[src/rtl/i2s_codec_bridge_if.sv]
// rtl/i2s_codec_bridge_if.sv - recorder-side sample streams of the I2S codec bridge
interface i2s_codec_bridge_if #(
  parameter int DATA_W = 16
);
  logic [DATA_W-1:0] adc_left_data;
  logic              adc_left_valid;
  logic              adc_left_ready;
  logic [DATA_W-1:0] adc_right_data;
  logic              adc_right_valid;
  logic              adc_right_ready;
  logic [DATA_W-1:0] dac_left_data;
  logic              dac_left_valid;
  logic              dac_left_ready;
  logic [DATA_W-1:0] dac_right_data;
  logic              dac_right_valid;
  logic              dac_right_ready;

  modport master (
    output adc_left_data, adc_left_valid, adc_right_data, adc_right_valid,
    input  adc_left_ready, adc_right_ready,
    input  dac_left_data, dac_left_valid, dac_right_data, dac_right_valid,
    output dac_left_ready, dac_right_ready
  );

  modport slave (
    input  adc_left_data, adc_left_valid, adc_right_data, adc_right_valid,
    output adc_left_ready, adc_right_ready,
    output dac_left_data, dac_left_valid, dac_right_data, dac_right_valid,
    input  dac_left_ready, dac_right_ready
  );
endinterface

[src/rtl/i2s_codec_bridge.sv]
// rtl/i2s_codec_bridge.sv - WM8731 I2S ADC deserializer and DAC serializer
// Codec is clock master; all codec lines are oversampled on i_clk.
module i2s_codec_bridge #(
  parameter int DATA_W      = 16,
  parameter int SYNC_STAGES = 2
) (
  input  logic               i_clk,
  input  logic               i_rst,
  input  logic               i_aud_bclk,
  input  logic               i_aud_adclrck,
  input  logic               i_aud_adcdat,
  input  logic               i_aud_daclrck,
  output logic               o_aud_dacdat,
  i2s_codec_bridge_if.master st,
  input  logic               i_clr_flags,
  output logic               o_adc_overrun,
  output logic               o_dac_underrun
);
  localparam int RX_CW = $clog2(DATA_W);
  localparam int TX_CW = $clog2(DATA_W + 1);

  typedef enum logic [2:0] {RX_IDLE, RX_SKIP, RX_SHIFT, RX_LOAD, RX_WAIT} rx_state_e;
  typedef enum logic [1:0] {TX_IDLE, TX_WAIT_FALL, TX_SHIFT} tx_state_e;

  // synchronizer lanes: {daclrck, adcdat, adclrck, bclk}
  logic [3:0] sync_q [SYNC_STAGES];
  logic [3:0] sync_d [SYNC_STAGES];
  logic [3:0] prev_q, prev_d;
  logic [3:0] cur;

  rx_state_e         rx_state_q, rx_state_d;
  logic              rx_ch_q, rx_ch_d;
  logic [RX_CW-1:0]  rx_cnt_q, rx_cnt_d;
  logic [DATA_W-1:0] rx_shift_q, rx_shift_d;
  logic [DATA_W-1:0] adc_l_data_q, adc_l_data_d, adc_r_data_q, adc_r_data_d;
  logic              adc_l_valid_q, adc_l_valid_d, adc_r_valid_q, adc_r_valid_d;
  logic              overrun_q, overrun_d;

  tx_state_e         tx_state_q, tx_state_d;
  logic [TX_CW-1:0]  tx_cnt_q, tx_cnt_d;
  logic [DATA_W-1:0] tx_shift_q, tx_shift_d;
  logic              dacdat_q, dacdat_d;
  logic [DATA_W-1:0] hold_l_q, hold_l_d, hold_r_q, hold_r_d;
  logic              full_l_q, full_l_d, full_r_q, full_r_d;
  logic              underrun_q, underrun_d;

  logic bclk_rise, bclk_fall, adc_edge, dac_edge, adcdat;
  logic rx_load_l, rx_load_r, drain_l, drain_r, acc_l, acc_r;

  assign cur       = sync_q[SYNC_STAGES-1];
  assign bclk_rise = cur[0] & ~prev_q[0];
  assign bclk_fall = ~cur[0] & prev_q[0];
  assign adc_edge  = cur[1] ^ prev_q[1];
  assign dac_edge  = cur[3] ^ prev_q[3];
  // data lane one stage behind the bclk edge: settled well before the rise
  assign adcdat    = prev_q[2];

  always_comb begin
    sync_d[0] = {i_aud_daclrck, i_aud_adcdat, i_aud_adclrck, i_aud_bclk};
    for (int i = 1; i < SYNC_STAGES; i++) sync_d[i] = sync_q[i-1];
    prev_d = cur;
  end

  always_comb begin
    rx_state_d = rx_state_q;
    rx_ch_d    = rx_ch_q;
    rx_cnt_d   = rx_cnt_q;
    rx_shift_d = rx_shift_q;
    case (rx_state_q)
      RX_SKIP, RX_SHIFT: begin
        if (adc_edge) begin
          rx_ch_d    = cur[1];
          rx_state_d = RX_SKIP;
        end else if (bclk_rise && rx_state_q == RX_SKIP) begin
          rx_cnt_d   = '0;
          rx_state_d = RX_SHIFT;
        end else if (bclk_rise) begin
          rx_shift_d = {rx_shift_q[DATA_W-2:0], adcdat};
          rx_cnt_d   = rx_cnt_q + RX_CW'(1);
          if (rx_cnt_q == RX_CW'(DATA_W - 1)) rx_state_d = RX_LOAD;
        end
      end
      RX_LOAD: begin
        rx_state_d = RX_WAIT;
        if (adc_edge) begin
          rx_ch_d    = cur[1];
          rx_state_d = RX_SKIP;
        end
      end
      default: begin
        if (adc_edge) begin
          rx_ch_d    = cur[1];
          rx_state_d = RX_SKIP;
        end
      end
    endcase
  end

  assign rx_load_l = (rx_state_q == RX_LOAD) && !rx_ch_q;
  assign rx_load_r = (rx_state_q == RX_LOAD) && rx_ch_q;

  always_comb begin
    adc_l_valid_d = adc_l_valid_q & ~st.adc_left_ready;
    adc_r_valid_d = adc_r_valid_q & ~st.adc_right_ready;
    adc_l_data_d  = adc_l_data_q;
    adc_r_data_d  = adc_r_data_q;
    overrun_d     = overrun_q & ~i_clr_flags;
    if (rx_load_l) begin
      adc_l_data_d  = rx_shift_q;
      adc_l_valid_d = 1'b1;
      if (adc_l_valid_q && !st.adc_left_ready) overrun_d = 1'b1;
    end
    if (rx_load_r) begin
      adc_r_data_d  = rx_shift_q;
      adc_r_valid_d = 1'b1;
      if (adc_r_valid_q && !st.adc_right_ready) overrun_d = 1'b1;
    end
  end

  // a drain frees the holding register in the same cycle, so a waiting word lands there
  assign drain_l  = dac_edge & ~cur[3];
  assign drain_r  = dac_edge & cur[3];
  assign acc_l    = st.dac_left_valid & (~full_l_q | drain_l);
  assign acc_r    = st.dac_right_valid & (~full_r_q | drain_r);
  assign hold_l_d = acc_l ? st.dac_left_data : hold_l_q;
  assign hold_r_d = acc_r ? st.dac_right_data : hold_r_q;
  assign full_l_d = acc_l | (full_l_q & ~drain_l);
  assign full_r_d = acc_r | (full_r_q & ~drain_r);

  always_comb begin
    tx_state_d = tx_state_q;
    tx_cnt_d   = tx_cnt_q;
    tx_shift_d = tx_shift_q;
    dacdat_d   = dacdat_q;
    underrun_d = underrun_q & ~i_clr_flags;
    if (dac_edge) begin
      tx_state_d = TX_WAIT_FALL;
      tx_cnt_d   = '0;
      dacdat_d   = 1'b0;
      if (cur[3] ? full_r_q : full_l_q) begin
        tx_shift_d = cur[3] ? hold_r_q : hold_l_q;
      end else begin
        tx_shift_d = '0;
        underrun_d = 1'b1;
      end
    end else if (tx_state_q != TX_IDLE && bclk_fall) begin
      if (tx_cnt_q < TX_CW'(DATA_W)) begin
        dacdat_d   = tx_shift_q[DATA_W-1];
        tx_shift_d = tx_shift_q << 1;
        tx_cnt_d   = tx_cnt_q + TX_CW'(1);
        tx_state_d = TX_SHIFT;
      end else begin
        dacdat_d = 1'b0;
      end
    end
  end

  always_ff @(posedge i_clk or posedge i_rst) begin
    if (i_rst) begin
      for (int i = 0; i < SYNC_STAGES; i++) sync_q[i] <= '0;
      prev_q        <= '0;
      rx_state_q    <= RX_IDLE;
      rx_ch_q       <= 1'b0;
      rx_cnt_q      <= '0;
      rx_shift_q    <= '0;
      adc_l_data_q  <= '0;
      adc_r_data_q  <= '0;
      adc_l_valid_q <= 1'b0;
      adc_r_valid_q <= 1'b0;
      overrun_q     <= 1'b0;
      tx_state_q    <= TX_IDLE;
      tx_cnt_q      <= '0;
      tx_shift_q    <= '0;
      dacdat_q      <= 1'b0;
      hold_l_q      <= '0;
      hold_r_q      <= '0;
      full_l_q      <= 1'b0;
      full_r_q      <= 1'b0;
      underrun_q    <= 1'b0;
    end else begin
      for (int i = 0; i < SYNC_STAGES; i++) sync_q[i] <= sync_d[i];
      prev_q        <= prev_d;
      rx_state_q    <= rx_state_d;
      rx_ch_q       <= rx_ch_d;
      rx_cnt_q      <= rx_cnt_d;
      rx_shift_q    <= rx_shift_d;
      adc_l_data_q  <= adc_l_data_d;
      adc_r_data_q  <= adc_r_data_d;
      adc_l_valid_q <= adc_l_valid_d;
      adc_r_valid_q <= adc_r_valid_d;
      overrun_q     <= overrun_d;
      tx_state_q    <= tx_state_d;
      tx_cnt_q      <= tx_cnt_d;
      tx_shift_q    <= tx_shift_d;
      dacdat_q      <= dacdat_d;
      hold_l_q      <= hold_l_d;
      hold_r_q      <= hold_r_d;
      full_l_q      <= full_l_d;
      full_r_q      <= full_r_d;
      underrun_q    <= underrun_d;
    end
  end

  assign st.adc_left_data   = adc_l_data_q;
  assign st.adc_left_valid  = adc_l_valid_q;
  assign st.adc_right_data  = adc_r_data_q;
  assign st.adc_right_valid = adc_r_valid_q;
  assign st.dac_left_ready  = ~full_l_q;
  assign st.dac_right_ready = ~full_r_q;
  assign o_aud_dacdat       = dacdat_q;
  assign o_adc_overrun      = overrun_q;
  assign o_dac_underrun     = underrun_q;
endmodule

[src/flat_wrapper.sv]
// flat-port wrapper written by rule: the top's interface ports become plain ports
module i2s_codec_bridge_flat 
#(
  parameter int DATA_W      = 16,
  parameter int SYNC_STAGES = 2
)
  (i_clk, i_rst, i_aud_bclk, i_aud_adclrck, i_aud_adcdat, i_aud_daclrck, o_aud_dacdat, i_clr_flags, o_adc_overrun, o_dac_underrun, st_adc_left_data, st_adc_left_valid, st_adc_right_data, st_adc_right_valid, st_adc_left_ready, st_adc_right_ready, st_dac_left_data, st_dac_left_valid, st_dac_right_data, st_dac_right_valid, st_dac_left_ready, st_dac_right_ready);
  i2s_codec_bridge_if #(.DATA_W(DATA_W)) st_i ();
  input  logic i_clk;
  input  logic i_rst;
  input  logic i_aud_bclk;
  input  logic i_aud_adclrck;
  input  logic i_aud_adcdat;
  input  logic i_aud_daclrck;
  output logic o_aud_dacdat;
  input  logic i_clr_flags;
  output logic o_adc_overrun;
  output logic o_dac_underrun;
  output wire logic [$bits(st_i.adc_left_data)-1:0] st_adc_left_data;
  output wire logic [$bits(st_i.adc_left_valid)-1:0] st_adc_left_valid;
  output wire logic [$bits(st_i.adc_right_data)-1:0] st_adc_right_data;
  output wire logic [$bits(st_i.adc_right_valid)-1:0] st_adc_right_valid;
  input wire logic [$bits(st_i.adc_left_ready)-1:0] st_adc_left_ready;
  input wire logic [$bits(st_i.adc_right_ready)-1:0] st_adc_right_ready;
  input wire logic [$bits(st_i.dac_left_data)-1:0] st_dac_left_data;
  input wire logic [$bits(st_i.dac_left_valid)-1:0] st_dac_left_valid;
  input wire logic [$bits(st_i.dac_right_data)-1:0] st_dac_right_data;
  input wire logic [$bits(st_i.dac_right_valid)-1:0] st_dac_right_valid;
  output wire logic [$bits(st_i.dac_left_ready)-1:0] st_dac_left_ready;
  output wire logic [$bits(st_i.dac_right_ready)-1:0] st_dac_right_ready;
  assign st_adc_left_data = st_i.adc_left_data;
  assign st_adc_left_valid = st_i.adc_left_valid;
  assign st_adc_right_data = st_i.adc_right_data;
  assign st_adc_right_valid = st_i.adc_right_valid;
  assign st_i.adc_left_ready = st_adc_left_ready;
  assign st_i.adc_right_ready = st_adc_right_ready;
  assign st_i.dac_left_data = st_dac_left_data;
  assign st_i.dac_left_valid = st_dac_left_valid;
  assign st_i.dac_right_data = st_dac_right_data;
  assign st_i.dac_right_valid = st_dac_right_valid;
  assign st_dac_left_ready = st_i.dac_left_ready;
  assign st_dac_right_ready = st_i.dac_right_ready;
  i2s_codec_bridge #(.DATA_W(DATA_W), .SYNC_STAGES(SYNC_STAGES)) u_core (.i_clk(i_clk), .i_rst(i_rst), .i_aud_bclk(i_aud_bclk), .i_aud_adclrck(i_aud_adclrck), .i_aud_adcdat(i_aud_adcdat), .i_aud_daclrck(i_aud_daclrck), .o_aud_dacdat(o_aud_dacdat), .st(st_i), .i_clr_flags(i_clr_flags), .o_adc_overrun(o_adc_overrun), .o_dac_underrun(o_dac_underrun));
endmodule
[config.mk]
export PLATFORM = sky130hd
export DESIGN_NAME = i2s_codec_bridge_flat
export DESIGN_NICKNAME = d
export VERILOG_FILES = /design/src/rtl/i2s_codec_bridge_if.sv /design/src/rtl/i2s_codec_bridge.sv /design/src/flat_wrapper.sv
export SDC_FILE = /design/constraint.sdc
export NUM_CORES = 1
export LEC_CHECK = 0
export BUFFER_PORTS_ARGS = -buffer_cell sky130_fd_sc_hd__buf_4
export CORE_UTILIZATION = 57
export CTS_CLUSTER_SIZE = 14
export DETAILED_ROUTE_END_ITERATION = 8
export GPL_TIMING_DRIVEN = 0
export PLACE_DENSITY = 0.79
export SYNTH_ARGS = -nofsm -noshare
export SYNTH_HDL_FRONTEND = slang
export SYNTH_SLANG_ARGS = --single-unit
[constraint.sdc]
create_clock -name i_clk -period 5.64 [get_ports i_clk]
set_clock_uncertainty 0.2 [all_clocks]
set_input_delay 0.846 -clock i_clk [delete_from_list [all_inputs] [get_ports i_clk]]
set_output_delay 0.846 -clock i_clk [all_outputs]
set_load 0.005 [all_outputs]
==> results of run 1 <==
state kept, by name (all words and copies together) (netlist names):
register	count
u_core.cur	4
u_core.prev_q	4
u_core.st.adc_left_data	16
u_core.o_aud_dacdat	1
u_core.rx_ch_q	1
u_core.o_dac_underrun	1
u_core.rx_shift_q	16
u_core.o_adc_overrun	1
u_core.st.adc_left_valid	1
u_core.st.adc_right_valid	1
u_core.tx_cnt_q	5
u_core.rx_state_q	3
u_core.hold_l_q	16
u_core.st.adc_right_data	16
u_core.sync_d	4
u_core.full_l_q	1
u_core.tx_state_q	2
u_core.full_r_q	1
u_core.rx_cnt_q	4
u_core.hold_r_q	16
u_core.tx_shift_q	16
through the flow:
stage	TNS, ns	power, W
floorplan	0	0.00129
global placement	-16.20	0.00136
detailed placement	0	0.00138
CTS	0	0.00253
global route	0	0.00261
finish	0	0.00251
final cells by class:
cell class              count  area, um2
plain buffers              25        126
clock buffers              21        449
clock inverters            11        176
fillers                   611       2360
inverters                  15       61.3
multi-input cells         244       2060
flip-flops and latches    130       3250
well taps                 129        161
repair buffers             82        636
worst max-delay path, delay by kind of cell, from the launching register on:
family / cells / cell delay, ns
buffers and inverters: 6 / 1.94
AO/OA/AOI/OAI: 2 / 0.46
flip-flops: 1 / 0.37
adder cells (fa/ha/maj): 1 / 0.30
synth_stat cells, types with 5 or more instances:
cell	count
nand3_1	5
clkbuf_1	20
o31ai_1	5
o21ai_0	6
nand4b_1	5
nand2b_1	10
dfrtp_1	130
o22a_1	14
nor3_1	15
nand2_1	9
mux2_2	70
a31oi_1	18
mux2i_1	18
a21oi_1	7
mux2_4	10
nor2_1	17
inv_1	14
cells by family (layout without fill, tap and decap cells):
group / Yosys count / after routing / synth area share, %
compound gates: 62 / 62 / 8.04
buf+inv: 40 / 154 / 3.32
xor+xnor: 2 / 2 / 0.319
fa+ha+maj: 5 / 5 / 1.09
flops: 130 / 130 / 59.2
simple gates: 77 / 77 / 7.69
mux: 98 / 98 / 20.4
worst max path at each step:
stage                        from                          to  slack [ns]  depth (start not counted)
floorplan                   i_rst               u_core.cur[0]        1.12                          1
global placement            i_rst  u_core.st.adc_left_data[1]       -0.13                          2
detailed placement  u_core.cur[3]        u_core.tx_shift_q[3]        2.39                          9
CTS                 u_core.cur[3]        u_core.tx_shift_q[3]        2.29                          9
global route        u_core.cur[3]        u_core.tx_shift_q[3]        2.09                          9
finish              u_core.cur[3]        u_core.tx_shift_q[3]        2.28                          9
power groups by stage:
stage / logic (W) / clock network, W / registers (W)
after floorplan: 0.000202 / 0 / 0.00108
after global placement: 0.000268 / 0 / 0.00110
after detailed placement: 0.000283 / 0 / 0.00110
after CTS: 0.000287 / 0.00116 / 0.00109
after global routing: 0.000316 / 0.00119 / 0.00110
final: 0.000287 / 0.00114 / 0.00109
routing by layer:
layer  up-vias  GRT usage (%)  part of all wire [%]
met5         -              0                     0
met1      1839           32.6                    45
met4         0           9.25                   1.7
met2       141           38.6                    48
li1       1705              -                     -
met3        19           6.89                   5.1
==> results.toml, run 1 <==
[outcome]
run_status = "complete, no violations"

[cts]
ctsRootBufferMaster = "clkbuf_8"
post_cts_buffers = 0
cts.path.max_buffers = 2
htreeDepth = 4
cts_sinks = 130
cts_hold_buffers = 0
clk-insertion-delay-late_ns = 0.51
cts_resized = 0
cts_buffers = 17
path_clk_slew_ns = 0.06
cts_tree = "done"

[die]
initial_core_util_pct = 59.2
rows = 35
core_um2 = 9280
io_pins = 82
fp.dieW_um = 100
die_y_um = 100
dieArea_um2 = 10000

[power]
p_seq_share_pct = 43.4
internal-power_w = 0.00192
p_per_area_nw_per_um2 = 363
p_sw_share_pct = 23.7
switchingPower_w = 0.000595
p_leak_nw = 3.37
clkPwrFrac_pct = 45.2
combPwrFrac_pct = 11.4
peakVddDrop_uv = 218

[timing]
rsz0062_at_grt = "false"
relSlewSlack_pct = 49.2
tightest_slew_ns = 0.755
maxSlewViolCount = 0
hold_slack_ns = 0.149
finalHoldViolCount = 0
setup_viol = 0
fin_crit_ns = 3.36
period_share_pct = 59.6
worst_slack_ns = 2.28
max_freq_ghz = 0.297

[placement]
dp_cells = 625
place_ws_ns = 2.39
io_buffer_count = 81
gp_congestion = 0.832
dp_hpwl_um = 7450
dpl_cell_area_um2 = 6300

[layout]
mostFrequentLayoutCells = "dfrtp_1 (130), buf_4 (81), mux2_2 (70)"
nets = 562
final_util_pct = 74.6
drive_gt1_share_pct = 37.9
synthToLayoutAreaGrowth_pct = 26.0
diodes = 0
layout_commonest_cell = "dfrtp_1"
final_cells = 657
finalInstanceArea_um2 = 6920

[setup_path]
start_kind = "flop"
cp.required_ns = 5.89
path_max_fanout = 10
ff2ff_path_depth = 9
reg2reg_slack_ns = 2.28
end_kind = "flop"
r2r-start = "u_core.cur[3]"
cp_cell_sequence = "clkbuf_1 -> buf_2 -> inv_1 -> ha_1 -> clkbuf_1 -> clkinv_1 -> clkbuf_1 -> a31oi_1 -> o22a_1"
arrival_ns = 3.61
r2r_end = "u_core.tx_shift_q[3]"
slowest_delay_ns = 0.49
critPathSlowestCell = "clkbuf_1"
crit_top_cell = "clkbuf_1"
critPathKind = "flop to flop"

[grt]
grt_overflow_total = 0
grt_pass1_wl_um = 18600
antenna_found_initial = 0
grt_pass1_vias = 3818
grt_max_degree = 87
track_usage_pct = 24.5

[logic_synthesis]
syn_inst = 414
yosysTopAreaCellShare_pct = 59.2
synth_nets = 461
synth-main-ff-cell = "dfrtp_1"
netlist_top_cells_area = "dfrtp_1 (59%), mux2_2 (14%), mux2i_1 (3.3%), mux2_4 (2.7%), o22a_1 (2.2%)"
synth-seq-cells = 130
ys_warn_count = 0
async_reset_ff_share_pct = 100
ys_seq_area_share_pct = 59.2
synth_top_area_cell = "dfrtp_1"
ys_types = 48
avgSynthCellArea_um2 = 13.3
netlist_area_um2 = 5500
synth_edf_count = 0

[worst_hold_path]
hold_path.class = "input port to async pin"

[detailed_routing]
drc = 0
wl_per_cell_um = 17.4
routed_via_density = 5.64
first_iter_violations = 234
firstDrtPassIters = 5
route.vias.total = 3704
ant_nets = 0
routed_wirelength_um = 11400

[job]
max_cap_viol_count = 0
Note: power is estimated with default switching activity, not from simulation.
==> inputs of run 2 (changes only) <==
ABC_AREA = 1   (was not set)
CORE_UTILIZATION = 51   (was 57)
PLACE_DENSITY = 0.74   (was 0.79)
clock period = 2.85 ns   (was 5.64 ns; I/O delays follow)
==> results.toml, run 2 <==
[outcome]
run_status = "complete, no violations"

[timing]
hold_slack_ns = 0.0593
finalHoldViolCount = 0
setup_viol = 0
fin_setup_tns_ns = 0
worst_slack_ns = 0.297
fin_crit_ns = 2.55
max_freq_ghz = 0.392
relSlewSlack_pct = 69.4
period_share_pct = 89.6
maxSlewViolCount = 0
tightest_slew_ns = 0.459
rsz0062_at_grt = "false"

[die]
fp.dieW_um = 107
io_pins = 82
core_um2 = 10500
rows = 37
dieArea_um2 = 11400
initial_core_util_pct = 53.5
die_y_um = 107

[logic_synthesis]
synth_top_area_cell = "dfrtp_1"
synth-main-ff-cell = "dfrtp_1"
ys_warn_count = 0
avgSynthCellArea_um2 = 9.26
netlist_top_cells_area = "dfrtp_1 (58%), nand2_1 (14%), o21ai_0 (4.9%), nand3_1 (4.1%), inv_1 (2.7%)"
yosysMostFrequentCell = "nand2_1"
ys_types = 37
synth_nets = 654
async_reset_ff_share_pct = 100
yosysTopAreaCellShare_pct = 57.9
ys_seq_area_share_pct = 57.9
synth_edf_count = 0
syn_inst = 607
synth_common_cells = "nand2_1 (206), dfrtp_1 (130), o21ai_0 (55), nand3_1 (46), inv_1 (41)"
synth-seq-cells = 130
netlist_area_um2 = 5620

[power]
combPwrFrac_pct = 18.1
switchingPower_w = 0.00158
clkPwrFrac_pct = 41.1
p_per_area_nw_per_um2 = 756
power_w = 0.00565
p_leak_nw = 3.79
p_seq_share_pct = 40.8
peakVddDrop_uv = 455
p_sw_share_pct = 28.0
internal-power_w = 0.00407

[grt]
grt_max_degree = 46
grt_overflow_total = 0
antenna_found_initial = 0
track_usage_pct = 25.8
grt_pass1_vias = 4726
grtUsageMet1_pct = 33.9
grt_pass1_wl_um = 22700
grt.busiest_layer = "met2"
grt_util_met3_pct = 6.20
grt_util_met2_pct = 41.9

[worst_hold_path]
hold_depth = 3
hold_path.class = "input port to flop"
min-delay-start = "st_dac_right_valid"
hold-path-endpoint = "u_core.hold_r_q[11]"

[setup_path]
crit_top_cell = "nand2_1"
end_kind = "flop"
cp_cell_sequence = "buf_6 -> inv_1 -> buf_2 -> ha_1 -> buf_2 -> inv_1 -> nand2_1 -> buf_6 -> o21ai_0 -> nand2_1 -> nand2_1"
cp.required_ns = 3.10
arrival_ns = 2.80
path_max_fanout = 10
r2r-start = "u_core.cur[3]"
r2r_end = "u_core.tx_shift_q[11]"
reg2reg_slack_ns = 0.30
critPathKind = "flop to flop"
slowest_delay_ns = 0.40
start_kind = "flop"
critPathSlowestCell = "dfrtp_1"
ff2ff_path_depth = 11

[cts]
cts_hold_buffers = 40
clk-insertion-delay-late_ns = 0.51
ctsRootBufferMaster = "clkbuf_8"
cts_buffers = 17
path_clk_slew_ns = 0.06
cts_sinks = 130
cts_resized = 0
post_cts_buffers = 0
cts.path.max_buffers = 2
cts_tree = "done"
htreeDepth = 4

[placement]
io_buffer_count = 79
dp_hpwl_um = 8890
dp_cells = 825
place_ws_ns = 0.338
gp_congestion = 0.824

[detailed_routing]
ant_nets = 0
firstDrtPassIters = 5
wl_per_cell_um = 15.2
route.vias.total = 4729
drc = 0
first_iter_violations = 367
routed_wirelength_um = 13600
routed_via_density = 5.27

[layout]
nets = 795
drive_gt1_share_pct = 25.2
mostFrequentLayoutCells = "nand2_1 (206), dfrtp_1 (130), buf_4 (82)"
nFillCells = 739
final_cells = 897
diodes = 0
layout_commonest_cell = "nand2_1"
synthToLayoutAreaGrowth_pct = 33.1

[job]
max_cap_viol_count = 0
[run 2: cell types whose count changed after synthesis, sizes merged, moves of 21 or more]
cell / before / now
buf: 5 / 26
mux2: 80 / 0
inv: 14 / 46
nand3: 5 / 47
nand2: 9 / 230
o21ai: 6 / 82
[run 2: per-stage QoR]
| step | area, um2 | util, % |
|---|---|---|
| 2_1_floorplan | 5630 | - |
| 3_3_place_gp | 6390 | 60.8 |
| 3_5_place_dp | 6450 | 61.4 |
| 4_1_cts | 7480 | 71.2 |
| 5_1_grt | 7480 | 71.2 |
| 6_report | 7480 | 71.2 |
[run 2: logic make-up (layout without fill, tap and decap cells)]
group	Yosys count	after routing	synth area share, %
AO/OA/AOI/OAI	95	95	9.93
XOR/XNOR	3	3	0.467
adder cells (fa/ha/maj)	4	4	0.890
buffers and inverters	74	228	6.92
flip-flops	130	130	57.9
multiplexers	1	1	0.178
AND/OR/NAND/NOR	300	300	23.7
[run 2: power groups by stage]
stage               clock, W  sequential, W  combinational (W)
floorplan                  0        0.00228           0.000647
global placement           0        0.00232           0.000916
detailed placement         0        0.00233           0.000966
CTS                  0.00234        0.00230            0.00102
global route         0.00243        0.00233            0.00115
finish               0.00232        0.00230            0.00103
[run 2: how the worst max path moves through the flow]
stage / depth (start not counted) / startpoint / to
6_report: 11 / u_core.cur[3] / u_core.tx_shift_q[11]
5_1_grt: 11 / u_core.cur[3] / u_core.tx_shift_q[10]
4_1_cts: 11 / u_core.cur[3] / u_core.tx_shift_q[11]
3_5_place_dp: 11 / u_core.cur[3] / u_core.tx_shift_q[11]
3_3_place_gp: 2 / i_rst / u_core.st.adc_right_data[10]
2_1_floorplan: 1 / i_rst / u_core.cur[0]
[run 2: layer usage]
metal	vias up	share of wire (%)
li1	2216	-
met1	2321	43
met2	165	50
met3	27	5.2
met4	0	1.5
met5	-	0
[run 2: critical path: cells and delay by family, from the launching register on]
family          cells  cell delay, ns
flops               1            0.40
simple gates        3            0.33
buf+inv             6            1.13
compound gates      1            0.18
fa+ha+maj           1            0.26
[run 2: final cells by class]
cell class / instances / area, um2 / area share [%]
Sequential cell: 130 / 3250 / 43.5
Tap cell: 136 / 170 / 2.27
Clock inverter: 12 / 206 / 2.76
Multi-Input combinational cell: 403 / 1980 / 26.5
Buffer: 28 / 214 / 2.86
Inverter: 46 / 179 / 2.39
Timing Repair Buffer: 122 / 1050 / 14.1
Clock buffer: 20 / 425 / 5.69
==> inputs of run 3 (changes only) <==
GPL_TIMING_DRIVEN = 1   (was 0)
==> results.toml, run 3 (synthesis gave the netlist of run 2 again) <==
[cts]
ctsRootBufferMaster = "clkbuf_8"
cts.path.max_buffers = 2
path_clk_slew_ns = 0.06
htreeDepth = 4
cts_sinks = 130
cts_buffers = 17
cts_tree = "done"
clk-insertion-delay-late_ns = 0.53

[layout]
layout_commonest_cell = "nand2_1"
synthToLayoutAreaGrowth_pct = 29.2
mostFrequentLayoutCells = "nand2_1 (206), dfrtp_1 (130), buf_4 (85)"
nets = 772
final_util_pct = 69.1
nFillCells = 743
diodes = 0
finalInstanceArea_um2 = 7260
drive_gt1_share_pct = 23.7

[setup_path]
path_max_fanout = 16
start_kind = "flop"
critPathKind = "flop to flop"
end_kind = "flop"
r2r-start = "u_core.cur[3]"
cp.required_ns = 3.11
cp-startpoint = "u_core.cur[3]"
arrival_ns = 2.49

[grt]
grt_util_met3_pct = 5.90
grt_pass1_vias = 4461
grt_util_met2_pct = 36.8
grtUsageMet1_pct = 33.0
grt_pass1_wl_um = 21100
grt_max_degree = 51
antenna_found_initial = 0
grt.busiest_layer = "met2"
track_usage_pct = 24.0
grt_overflow_total = 0

[timing]
tightest_slew_ns = 0.759
fin_setup_tns_ns = 0
relSlewSlack_pct = 49.3
finalHoldViolCount = 0
rsz0062_at_grt = "false"
maxSlewViolCount = 0
setup_viol = 0
period_share_pct = 78.1
max_freq_ghz = 0.449
worst_slack_ns = 0.623
fin_crit_ns = 2.23

[placement]
io_buffer_count = 81
place_ws_ns = 0.680
dp_hpwl_um = 7770
dpl_cell_area_um2 = 6260
gp_congestion = 0.837

[power]
peakVddDrop_uv = 468
p_leak_nw = 3.68
p_per_area_nw_per_um2 = 751

[die]
core_um2 = 10500
io_pins = 82
die_y_um = 107
dieArea_um2 = 11400
fp.dieW_um = 107
rows = 37
initial_core_util_pct = 53.5

[job]
max_cap_viol_count = 0

[detailed_routing]
wl_per_cell_um = 14.3
route.vias.total = 4513
first_iter_violations = 244
firstDrtPassIters = 7
routed_wirelength_um = 12500
ant_nets = 0
routed_via_density = 5.16
drc = 0

[worst_hold_path]
hold_path.class = "input port to flop"
min-delay-start = "st_dac_right_valid"

[outcome]
run_status = "complete, no violations"
-- run 3: cell type report --
type                    instances  area [um2]  area share [%]
flip-flops and latches        130        3250            44.8
clock buffers                  20         445            6.13
clock inverters                12         155            2.14
well taps                     136         170            2.34
inverters                      46         179            2.46
repair buffers                127        1080            14.9
multi-input cells             403        1980            27.3
-- run 3: final timing paths --
check	slack (ns)	endpoint	depth (start not counted)
max	0.62	u_core.tx_shift_q[12]	7
min	0.03	u_core.full_r_q	3
max reg2reg	0.62	u_core.tx_shift_q[12]	7
min reg2reg	0.15	u_core.prev_q[2]	0
max in group asynchronous	1.37	u_core.tx_cnt_q[3]	4
min in group asynchronous	0.38	u_core.sync_d[0]	3
-- run 3: worst max-delay path: stages, from the launching register on --
cell and delay [ns]:
dfrtp_1 0.37, inv_1 0.33, ha_1 0.39, inv_1 0.15, nand2_1 0.28, o21ai_0 0.28, nand2_1 0.08, nand2_1 0.07
-- run 3: metrics by stage --
stage          std cells  power, W  hold WS, ns
6_report             874   0.00545       0.0277
5_1_grt              874   0.00572       0.0379
4_1_cts              874   0.00547       0.0113
3_5_place_dp         802   0.00323        0.135
3_3_place_gp         802   0.00318        0.137
2_1_floorplan        607   0.00293        0.131
-- run 3: repair_timing --
action                    CTS  global route
setup buffers               0             0
resized for setup           0             0
hold endpoints to repair   72             0
hold buffers               40             0
-- run 3: power by group --
group	internal, W	switching, W	leakage, nW
Sequential	0.00212	0.000189	1.69
Clock	0.00138	0.000809	0.292
Combinational	0.000393	0.000558	1.70
Total	0.00390	0.00156	3.68
-- run 3: per-layer routing --
layer | wire length [um] | vias to the layer above | share of wire, %
met5 | 0 | - | 0
met4 | 305 | 0 | 2.4
met3 | 445 | 26 | 3.6
met2 | 6080 | 114 | 49
met1 | 5680 | 2201 | 45
li1 | - | 2172 | -
